--- config.mk ---
export PLATFORM = sky130hd
export DESIGN_NAME = itag_array_flat
export DESIGN_NICKNAME = d
export VERILOG_FILES = /design/src/rtl/itag_array_if.sv /design/src/rtl/itag_array.sv /design/src/flat_wrapper.sv
export SDC_FILE = /design/constraint.sdc
export NUM_CORES = 1
export LEC_CHECK = 0
export CORE_MARGIN = 3
export CORE_UTILIZATION = 63
export DETAILED_ROUTE_END_ITERATION = 10
export GPL_TIMING_DRIVEN = 0
export PLACE_DENSITY_LB_ADDON = 0.15
export SYNTH_ARGS = -nofsm -noshare
export SYNTH_HDL_FRONTEND = slang
export SYNTH_SLANG_ARGS = --single-unit
--- constraint.sdc ---
create_clock -name clk -period 6.5 [get_ports clk]
set_input_delay 1.3 -clock clk [delete_from_list [all_inputs] [get_ports clk]]
set_output_delay 1.3 -clock clk [all_outputs]
set_load 0.01 [all_outputs]
--- src/rtl/itag_array_if.sv ---
// itag_array_if: request/fill/flush bus between the I-cache controller and
// the instruction tag array.
//   master : cache controller side (drives req_*, fill_*, flush)
//   slave  : tag array side (drives rsp_*, fill_way, busy)
// Ports carried:
//   req_valid/req_index/req_tag/req_part     lookup request
//   fill_valid/fill_index/fill_tag/fill_part tag install
//   flush                                    whole-array invalidate pulse
//   fill_way, busy, rsp_valid, rsp_hit, rsp_way  results and status
`ifndef I_TAG_WIDTH
`define I_TAG_WIDTH 8
`endif
`ifndef I_INDEX_WIDTH
`define I_INDEX_WIDTH 4
`endif

interface itag_array_if #(
  parameter int TAG_W = `I_TAG_WIDTH,
  parameter int IDX_W = `I_INDEX_WIDTH,
  parameter int WAY_W = 2
);
  logic             req_valid;
  logic [IDX_W-1:0] req_index;
  logic [TAG_W-1:0] req_tag;
  logic             req_part;
  logic             fill_valid;
  logic [IDX_W-1:0] fill_index;
  logic [TAG_W-1:0] fill_tag;
  logic             fill_part;
  logic [WAY_W-1:0] fill_way;
  logic             flush;
  logic             busy;
  logic             rsp_valid;
  logic             rsp_hit;
  logic [WAY_W-1:0] rsp_way;

  modport master (
    output req_valid, req_index, req_tag, req_part,
    output fill_valid, fill_index, fill_tag, fill_part, flush,
    input  fill_way, busy, rsp_valid, rsp_hit, rsp_way
  );

  modport slave (
    input  req_valid, req_index, req_tag, req_part,
    input  fill_valid, fill_index, fill_tag, fill_part, flush,
    output fill_way, busy, rsp_valid, rsp_hit, rsp_way
  );
endinterface

--- src/rtl/itag_array.sv ---
// itag_array: WAYS-way set-associative instruction tag store.
// Ways are split into a low partition (0..LOW_WAYS-1) and a high partition
// (LOW_WAYS..WAYS-1). Lookups return hit/way one cycle after the request,
// fills pick the lowest invalid way of the partition or, when the partition
// is full, that set's round-robin pointer. A flush engine clears one set per
// cycle; reset also starts a sweep.
// Ports:
//   clk  clock, all state on posedge
//   rst  synchronous active-high reset
//   bus  itag_array_if slave: req_*, fill_*, flush in; rsp_*, fill_way, busy out
`ifndef I_TAG_WIDTH
`define I_TAG_WIDTH 8
`endif
`ifndef I_INDEX_WIDTH
`define I_INDEX_WIDTH 4
`endif

module itag_array #(
  parameter int WAYS     = 4,
  parameter int LOW_WAYS = 2,
  parameter int TAG_W    = `I_TAG_WIDTH,
  parameter int IDX_W    = `I_INDEX_WIDTH,
  parameter int WAY_W    = $clog2(WAYS)
) (
  input logic         clk,
  input logic         rst,
  itag_array_if.slave bus
);
  localparam int SETS = 1 << IDX_W;
  localparam logic [WAYS-1:0] LOW_MASK = WAYS'((1 << LOW_WAYS) - 1);

  typedef enum logic {ST_SWEEP = 1'b0, ST_IDLE = 1'b1} state_e;

  state_e           state_r, state_nxt_s;
  logic [IDX_W-1:0] cnt_r, cnt_nxt_s;
  logic             sweep_clr_s, req_acc_s, fill_acc_s;

  logic [WAYS-1:0]  valid_r  [SETS];
  logic [TAG_W-1:0] tag_r    [SETS][WAYS];
  // Pointers hold absolute way numbers inside their own partition.
  logic [WAY_W-1:0] ptr_lo_r [SETS];
  logic [WAY_W-1:0] ptr_hi_r [SETS];

  logic [WAYS-1:0]  req_mask_s, tag_eq_s, match_s;
  logic             lk_hit_s;
  logic [WAY_W-1:0] lk_way_s;

  logic [WAYS-1:0]  fill_mask_s, free_s;
  logic [WAY_W-1:0] ptr_cur_s, ptr_adv_s, ptr_last_s, ptr_base_s, victim_s;
  logic             use_ptr_s;

  logic             rsp_valid_r, rsp_hit_r;
  logic [WAY_W-1:0] rsp_way_r, fill_way_r;

  // State and sweep counter register.
  always_ff @(posedge clk) begin
    if (rst) begin
      state_r <= ST_SWEEP;
      cnt_r   <= '0;
    end else begin
      state_r <= state_nxt_s;
      cnt_r   <= cnt_nxt_s;
    end
  end

  // Next-state logic; flush has priority over req/fill and restarts the sweep.
  always_comb begin
    state_nxt_s = state_r;
    cnt_nxt_s   = cnt_r;
    sweep_clr_s = 1'b0;
    req_acc_s   = 1'b0;
    fill_acc_s  = 1'b0;
    case (state_r)
      ST_SWEEP: begin
        sweep_clr_s = 1'b1;
        if (bus.flush) begin
          cnt_nxt_s   = '0;
          state_nxt_s = ST_SWEEP;
        end else begin
          cnt_nxt_s = cnt_r + IDX_W'(1);
          if (cnt_r == {IDX_W{1'b1}}) begin
            state_nxt_s = ST_IDLE;
          end else begin
            state_nxt_s = ST_SWEEP;
          end
        end
      end
      ST_IDLE: begin
        if (bus.flush) begin
          state_nxt_s = ST_SWEEP;
          cnt_nxt_s   = '0;
        end else begin
          req_acc_s  = bus.req_valid;
          fill_acc_s = bus.fill_valid;
        end
      end
      default: begin
        state_nxt_s = ST_SWEEP;
        cnt_nxt_s   = '0;
      end
    endcase
  end

  // Lookup compare on current contents (read-before-write against a fill).
  always_comb begin
    tag_eq_s   = '0;
    req_mask_s = bus.req_part ? ~LOW_MASK : LOW_MASK;
    for (int w = 0; w < WAYS; w++) begin
      tag_eq_s[w] = (tag_r[bus.req_index][w] == bus.req_tag);
    end
    match_s  = req_mask_s & valid_r[bus.req_index] & tag_eq_s;
    lk_hit_s = |match_s;
    lk_way_s = '0;
    // Descending scan so the lowest matching way wins.
    for (int w = WAYS - 1; w >= 0; w--) begin
      lk_way_s = match_s[w] ? WAY_W'(w) : lk_way_s;
    end
  end

  // Victim choice: lowest invalid way in the partition, else round-robin pointer.
  always_comb begin
    fill_mask_s = bus.fill_part ? ~LOW_MASK : LOW_MASK;
    free_s      = fill_mask_s & ~valid_r[bus.fill_index];
    ptr_cur_s   = bus.fill_part ? ptr_hi_r[bus.fill_index] : ptr_lo_r[bus.fill_index];
    ptr_last_s  = bus.fill_part ? WAY_W'(WAYS - 1) : WAY_W'(LOW_WAYS - 1);
    ptr_base_s  = bus.fill_part ? WAY_W'(LOW_WAYS) : WAY_W'(0);
    ptr_adv_s   = (ptr_cur_s == ptr_last_s) ? ptr_base_s : ptr_cur_s + WAY_W'(1);
    use_ptr_s   = ~|free_s;
    victim_s    = ptr_cur_s;
    for (int w = WAYS - 1; w >= 0; w--) begin
      victim_s = free_s[w] ? WAY_W'(w) : victim_s;
    end
  end

  // Valid bits and pointers: sweep clears one set, fills mark the victim valid.
  always_ff @(posedge clk) begin
    if (rst) begin
      for (int s = 0; s < SETS; s++) begin
        ptr_lo_r[s] <= WAY_W'(0);
        ptr_hi_r[s] <= WAY_W'(LOW_WAYS);
      end
    end else if (sweep_clr_s) begin
      valid_r[cnt_r]  <= '0;
      ptr_lo_r[cnt_r] <= WAY_W'(0);
      ptr_hi_r[cnt_r] <= WAY_W'(LOW_WAYS);
    end else if (fill_acc_s) begin
      valid_r[bus.fill_index][victim_s] <= 1'b1;
      if (use_ptr_s && bus.fill_part) begin
        ptr_hi_r[bus.fill_index] <= ptr_adv_s;
      end else if (use_ptr_s) begin
        ptr_lo_r[bus.fill_index] <= ptr_adv_s;
      end
    end
  end

  // Tag storage; contents survive reset, only valid bits gate them.
  always_ff @(posedge clk) begin
    if (!rst && fill_acc_s) begin
      tag_r[bus.fill_index][victim_s] <= bus.fill_tag;
    end
  end

  // Registered lookup response and reported fill way.
  always_ff @(posedge clk) begin
    if (rst) begin
      rsp_valid_r <= 1'b0;
      rsp_hit_r   <= 1'b0;
      rsp_way_r   <= '0;
      fill_way_r  <= '0;
    end else begin
      rsp_valid_r <= req_acc_s;
      rsp_hit_r   <= req_acc_s & lk_hit_s;
      rsp_way_r   <= req_acc_s ? lk_way_s : WAY_W'(0);
      if (fill_acc_s) begin
        fill_way_r <= victim_s;
      end
    end
  end

  assign bus.rsp_valid = rsp_valid_r;
  assign bus.rsp_hit   = rsp_hit_r;
  assign bus.rsp_way   = rsp_way_r;
  assign bus.fill_way  = fill_way_r;
  // Busy is masked while rst is held so every output reads 0 during reset.
  assign bus.busy      = (state_r == ST_SWEEP) & ~rst;
endmodule
--- src/flat_wrapper.sv ---
// flat-port wrapper written by rule: the top's interface ports become plain ports
module itag_array_flat 
#(
  parameter int WAYS     = 4,
  parameter int LOW_WAYS = 2,
  parameter int TAG_W    = `I_TAG_WIDTH,
  parameter int IDX_W    = `I_INDEX_WIDTH,
  parameter int WAY_W    = $clog2(WAYS)
)
  (clk, rst, bus_req_valid, bus_req_index, bus_req_tag, bus_req_part, bus_fill_valid, bus_fill_index, bus_fill_tag, bus_fill_part, bus_flush, bus_fill_way, bus_busy, bus_rsp_valid, bus_rsp_hit, bus_rsp_way);
  itag_array_if #(.TAG_W(TAG_W), .IDX_W(IDX_W), .WAY_W(WAY_W)) bus_i ();
  input logic clk;
  input logic rst;
  input wire logic [$bits(bus_i.req_valid)-1:0] bus_req_valid;
  input wire logic [$bits(bus_i.req_index)-1:0] bus_req_index;
  input wire logic [$bits(bus_i.req_tag)-1:0] bus_req_tag;
  input wire logic [$bits(bus_i.req_part)-1:0] bus_req_part;
  input wire logic [$bits(bus_i.fill_valid)-1:0] bus_fill_valid;
  input wire logic [$bits(bus_i.fill_index)-1:0] bus_fill_index;
  input wire logic [$bits(bus_i.fill_tag)-1:0] bus_fill_tag;
  input wire logic [$bits(bus_i.fill_part)-1:0] bus_fill_part;
  input wire logic [$bits(bus_i.flush)-1:0] bus_flush;
  output wire logic [$bits(bus_i.fill_way)-1:0] bus_fill_way;
  output wire logic [$bits(bus_i.busy)-1:0] bus_busy;
  output wire logic [$bits(bus_i.rsp_valid)-1:0] bus_rsp_valid;
  output wire logic [$bits(bus_i.rsp_hit)-1:0] bus_rsp_hit;
  output wire logic [$bits(bus_i.rsp_way)-1:0] bus_rsp_way;
  assign bus_i.req_valid = bus_req_valid;
  assign bus_i.req_index = bus_req_index;
  assign bus_i.req_tag = bus_req_tag;
  assign bus_i.req_part = bus_req_part;
  assign bus_i.fill_valid = bus_fill_valid;
  assign bus_i.fill_index = bus_fill_index;
  assign bus_i.fill_tag = bus_fill_tag;
  assign bus_i.fill_part = bus_fill_part;
  assign bus_i.flush = bus_flush;
  assign bus_fill_way = bus_i.fill_way;
  assign bus_busy = bus_i.busy;
  assign bus_rsp_valid = bus_i.rsp_valid;
  assign bus_rsp_hit = bus_i.rsp_hit;
  assign bus_rsp_way = bus_i.rsp_way;
  itag_array #(.WAYS(WAYS), .LOW_WAYS(LOW_WAYS), .TAG_W(TAG_W), .IDX_W(IDX_W), .WAY_W(WAY_W)) u_core (.clk(clk), .rst(rst), .bus(bus_i));
endmodule
* Yosys cells after proc, flatten, opt, wreduce, memory -nomap -nowiden
Memories as Yosys holds them, arrays and structs flattened. Index checks and enable logic that the tools add are counted.
Word-level totals: flip-flop bits (word level) 11, bits in writable memories 640, input bits 31, memories 4
Memories:
- u_core.tag_r | depth 16, bits a word 32, read ports 1, clocked after Yosys merged registers in 0, write ports 1, RTL line itag_array.sv:39 | logic [TAG_W-1:0] tag_r [SETS][WAYS];
- u_core.valid_r | depth 16, bits a word 4, read ports 2, clocked after Yosys merged registers in 0, write ports 1, RTL line itag_array.sv:38 | logic [WAYS-1:0] valid_r [SETS];
- u_core.ptr_hi_r | depth 16, bits a word 2, read ports 1, clocked after Yosys merged registers in 0, write ports 16, RTL line itag_array.sv:42 | logic [WAY_W-1:0] ptr_hi_r [SETS];
- u_core.ptr_lo_r | depth 16, bits a word 2, read ports 1, clocked after Yosys merged registers in 0, write ports 16, RTL line itag_array.sv:41 | logic [WAY_W-1:0] ptr_lo_r [SETS];
Cells by class: add/subtract/negate cells 2, magnitude comparators 4, equal/unequal tests 7, multiplexer cells 65, bitwise operators 10, reduce and logical (&&, ||, !) cells 15
Operator list (count):
- $mux W4 | 12
- $mux W1 | 33
- $eq A8 B8 Y1 | 4
- $mux W32 | 1
- $mux W2 | 14
- $demux W8 S2 | 1
- $reduce_or A4 Y1 | 4
- $and A4 B4 Y4 | 3
- $mux W8 | 1
- $pmux W4 S2 | 1
- $reduce_or A2 Y1 | 4
- $add A4 B1 Y4 const B | 1
- $eq A4 B4 Y1 const B | 1
- $logic_and A1 B1 Y1 | 4
- $not A4 Y4 | 1
- $ge A3 B3 Y1 const B | 1
- $lt A2 B3 Y1 const B | 1
- $lt A3 B1 Y1 const B | 1
- $not A1 Y1 | 3
- $not A2 Y3 | 1
- $reduce_or A3 Y1 | 1
- $add A2 B1 Y2 const B | 1
- $and A1 B1 Y1 | 2
- $demux W1 S2 | 1
- 5 further kinds | 6

* Depth between registers and ports, before layout
An unclocked memory read counts as a cell.
word-level depth 14, depth in mapped cells 13, gate-level depth less buffers 8

* Worst setup path before layout
Ideal clock, no wire load.
path kind in2reg, from input port rst, to memory u_core.ptr_hi_r[12][1] (data pin), setup time 0.265 ns, arrival 4.944 ns, slack 1.291 ns, stages on the path 9, buffers on the path 4, cell sequence clkbuf_1 > or2_2 > clkbuf_1 > nor2_1 > clkbuf_1 > clkbuf_1 > nand4_1 > o22a_1 > or3_1
RTL lines:
- from (decl) | RTL line flat_wrapper.sv:13 | input logic rst;
- to (decl) | RTL line itag_array.sv:42

* Worst setup path after layout
from input port bus_fill_index[3], to memory u_core.tag_r[0][17] (netlist name), enable pin
Between the ends: longest elaborated chain between the ends 13
Ends and longest elaborated chain:
- from (decl) | RTL line flat_wrapper.sv:19 | input wire logic [$bits(bus_i.fill_index)-1:0] bus_fill_index;
- $mem_v2 Z16 W4
- $not A4 Y4 | RTL line itag_array.sv:123 | free_s = fill_mask_s & ~valid_r[bus.fill_index];
- $and A4 B4 Y4 | RTL line itag_array.sv:123
- $mux W2 (4 in a row) | RTL line itag_array.sv:131 | victim_s = free_s[w] ? WAY_W'(w) : victim_s;
- $not A2 Y3 (not written as such) | RTL line itag_array.sv:159 | tag_r[bus.fill_index][victim_s] <= bus.fill_tag;
- $ge A3 B3 Y1 (not written as such) / $lt A3 B1 Y1 (equally long branches) | RTL line itag_array.sv:159
- $logic_and A1 B1 Y1 (not written as such) | RTL line itag_array.sv:159
- $mux W8 (not written as such) | RTL line itag_array.sv:159
- $demux W8 S2 | RTL line itag_array.sv:159
- $mux W32 (not written as such) | RTL line itag_array.sv:159
- to (decl) | RTL line itag_array.sv:39
Parallel ways exist; a longest one is shown, timed or not.

==> impl_metrics.json <==
{
  "status": "finished clean",
  "grt_pass1_vias": 16131,
  "rr_startpoint": "u_core.ptr_hi_r[2][0]",
  "fmax_mhz": 186.5,
  "worst_ep_arrival_time_ns": 5.55,
  "startpoint": "bus_fill_index[3]",
  "clkTransAtPathRegs_ns": 0.06,
  "synthDistinctLibCells": 58,
  "dp_hpwl_mm": 49.22,
  "synth_xor_area_share_pct": 1.424,
  "track_usage_pct": 33.16,
  "async_flop_share_pct": 0,
  "wire_per_inst_um": 32.58,
  "yosysWarnings": 0,
  "required_ns": 6.69,
  "tns_ns": 0,
  "cts_max_level": 3,
  "power.leakage_nw": 9.933,
  "crit_type": "in -> reg",
  "synth_nets": 1621,
  "port_buffers": 21,
  "n_fill_cell": 2696,
  "skew_ns": 0.03187,
  "cts_tree": "yes",
  "drive_gt1_share_pct": 20.26,
  "cts_root_buffer": "clkbuf_16",
  "reg2regPathDepth": 9,
  "synth_compound_area_share_pct": 3.516,
  "ctsHoldBuffers": 0,
  "cap_violations": 0,
  "synth-adder-area-share_pct": 0.04520,
  "vias_per_cell": 6.931,
  "endpoint": "u_core.tag_r[0][17]",
  "post-route-min-period_ns": 5.361,
  "rsz0062_at_grt": "false",
  "num_vias": 16094,
  "antenna_left": 0,
  "antenna_found_initial": 0,
  "hp-class": "reg -> reg",
  "ys.flop_type": "edfxtp_1",
  "syn_area_per_cell_um2": 17.42,
  "endpoint_kind": "register",
  "tightest_slew_ns": 1.342,
  "diodes": 0,
  "area_growth_pct": 11.67,
  "ys_seq_area_share_pct": 70.22,
  "start_kind": "input pin",
  "synth-edff-count": 640,
  "drt_iter0_markers": 2386,
  "synthMuxAreaShare_pct": 16.75,
  "clockBufferDepth": 3,
  "syn_inst": 1589,
  "fin_util_pct": 71.45,
  "dieHeight_um": 215.6,
  "cts_resized": 0,
  "route.detailed.drc": 0,
  "yosys.area_share.simple_pct": 6.160,
  "core_area_mm2": 0.04327,
  "synth_top_family_by_area": "multiplexers",
  "drv_slew": 0,
  "syn_area_mm2": 0.02768,
  "setup_viol": 0,
  "dp.cells": 2205,
  "grt_max_degree": 65,
  "dieWidth_um": 215.6,
  "grt_first_pass_wirelength_mm": 109.6,
  "clkSinkCount": 651,
  "boundaryPins": 38,
  "fin_crit_sh_pct": 82.48,
  "die_area_mm2": 0.04649,
  "relSlewSlack_pct": 10.22,
  "cts_setup_buffers": 0,
  "ir_drop_mv": 0.2424,
  "fin_cells": 2322,
  "r2r_slack_ns": 2.16,
  "cts_made_buffers": 66,
  "start_util_pct": 63.98,
  "routed_wirelength_mm": 75.65,
  "crit_fanout": 10,
  "drt-pass1-iter-count": 6,
  "ys_ff_latch": 651,
  "clk_latency_ns": 0.60,
  "final-hold-violation-count": 0,
  "nets": 1721,
  "timing.rr.end": "u_core.tag_r[1][14]",
  "power_density_mw_per_mm2": 289.3,
  "routabilityCongestion": 0.9336,
  "rows": 76,
  "grt.overflow.total": 0
}
==> stage by stage <==
step | cell area [um^2] | power, W | worst slack (ns) | hold slack, ns
3_3_place_gp | 28630 | 0.005239 | -0.4544 | 0.4789
5_1_grt | 30910 | 0.009153 | 0.9562 | 0.5435
2_1_floorplan | 27680 | 0.005028 | 1.291 | 0.4983
3_5_place_dp | 28800 | 0.005249 | 0.6454 | 0.4959
6_report | 30910 | 0.008943 | 1.139 | 0.5026
4_1_cts | 30910 | 0.008943 | 1.248 | 0.5085
==> cell type report <==
class | instances | area, um^2 | area share [%]
tap | 585 | 732.0 | 2.368
clock inverter | 28 | 314.1 | 1.016
buffer | 111 | 504.2 | 1.631
timing repair buffer | 32 | 376.6 | 1.218
clock buffer | 88 | 1798 | 5.816
inverter | 5 | 18.77 | 0.06071
multi-input combinational | 822 | 7732 | 25.01
sequential | 651 | 19440 | 62.88
==> flip-flops by register name, summed over array words and instances (netlist names) <==
name	flops
u_core.tag_r	512
u_core.valid_r	64
u_core.ptr_hi_r	32
u_core.ptr_lo_r	32
u_core.cnt_r	4
u_core.bus.fill_way	2
u_core.bus.rsp_way	2
u_core.bus.rsp_hit	1
u_core.bus.rsp_valid	1
u_core.state_r	1
==> cells in the mapped netlist, types with 10 or more instances <==
master    instances  area share (%)
buf_1            14            0.19
nor3_1           24            0.43
a21oi_1          16            0.29
nor2_1          179             2.4
nor2b_1          17            0.38
xnor2_1          21            0.66
a22oi_1          21            0.57
clkbuf_1         57            0.77
a211oi_1         11            0.30
edfxtp_1        640              69
mux2i_1          83             3.0
nand3_1          15            0.27
nand2_1          79             1.1
o21bai_1         16            0.43
o21ai_0          14            0.25
buf_2            33            0.60
mux4_2          157              13
mux2_2           24            0.98
or2_2            18            0.41
o22ai_1          14            0.32
dfxtp_1          11            0.80
nand2b_1         10            0.23
xor2_1           24            0.76
==> cells by family after synthesis <==
logic type | after synthesis
simple gates | 379
flops | 651
buf+inv | 116
mux | 264
xor+xnor | 45
compound gates | 133
fa+ha+maj | 1
==> layout by cell type (no fill, tap or decap), drive strengths merged, types with 16 or more instances in the layout <==
master	netlist	layout
edfxtp	640	640
nor2	179	179
mux4	157	157
clkbuf	57	146
mux2i	83	83
nand2	80	80
buf	54	72
mux2	24	24
xor2	24	24
nor3	24	24
a22oi	21	21
xnor2	21	21
clkinv	2	20
or2	18	18
nor2b	17	17
a21oi	16	16
o21bai	16	16
==> per-layer routing <==
layer | track usage [%] | share of wire (%)
met1 | 44.48 | 36
met2 | 52.06 | 48
met3 | 8.505 | 12
met4 | 15.49 | 4.9
met5 | 0 | 0
==> worst min path at each step <==
stage	startpoint	endpoint	depth (start not counted)
3_3_place_gp	u_core.bus.fill_way[1]	u_core.bus.fill_way[1]	2
6_report	u_core.bus.fill_way[1]	u_core.bus.fill_way[1]	2
4_1_cts	u_core.bus.fill_way[1]	u_core.bus.fill_way[1]	2
2_1_floorplan	u_core.bus.fill_way[1]	u_core.bus.fill_way[1]	2
3_5_place_dp	u_core.bus.fill_way[1]	u_core.bus.fill_way[1]	2
5_1_grt	u_core.bus.fill_way[0]	u_core.bus.fill_way[0]	2
==> worst max-delay path, cell delays in order <==
cell and delay (ns):
clkbuf_1 0.41, clkbuf_1 0.63, mux4_2 0.40, mux2i_1 0.23
mux2i_1 0.13, mux2_2 0.35, o21ai_1 0.37, nand4_2 0.42
clkbuf_1 0.32, nor2_1 0.96
==> where the power goes <==
part / internal, W / total (W) / switching, W
Sequential: 0.00461 / 0.00462 / 0.00000570
Combinational: 0.000202 / 0.000558 / 0.000357
Clock: 0.00222 / 0.00377 / 0.00155
(Power assumes the default switching activity.)
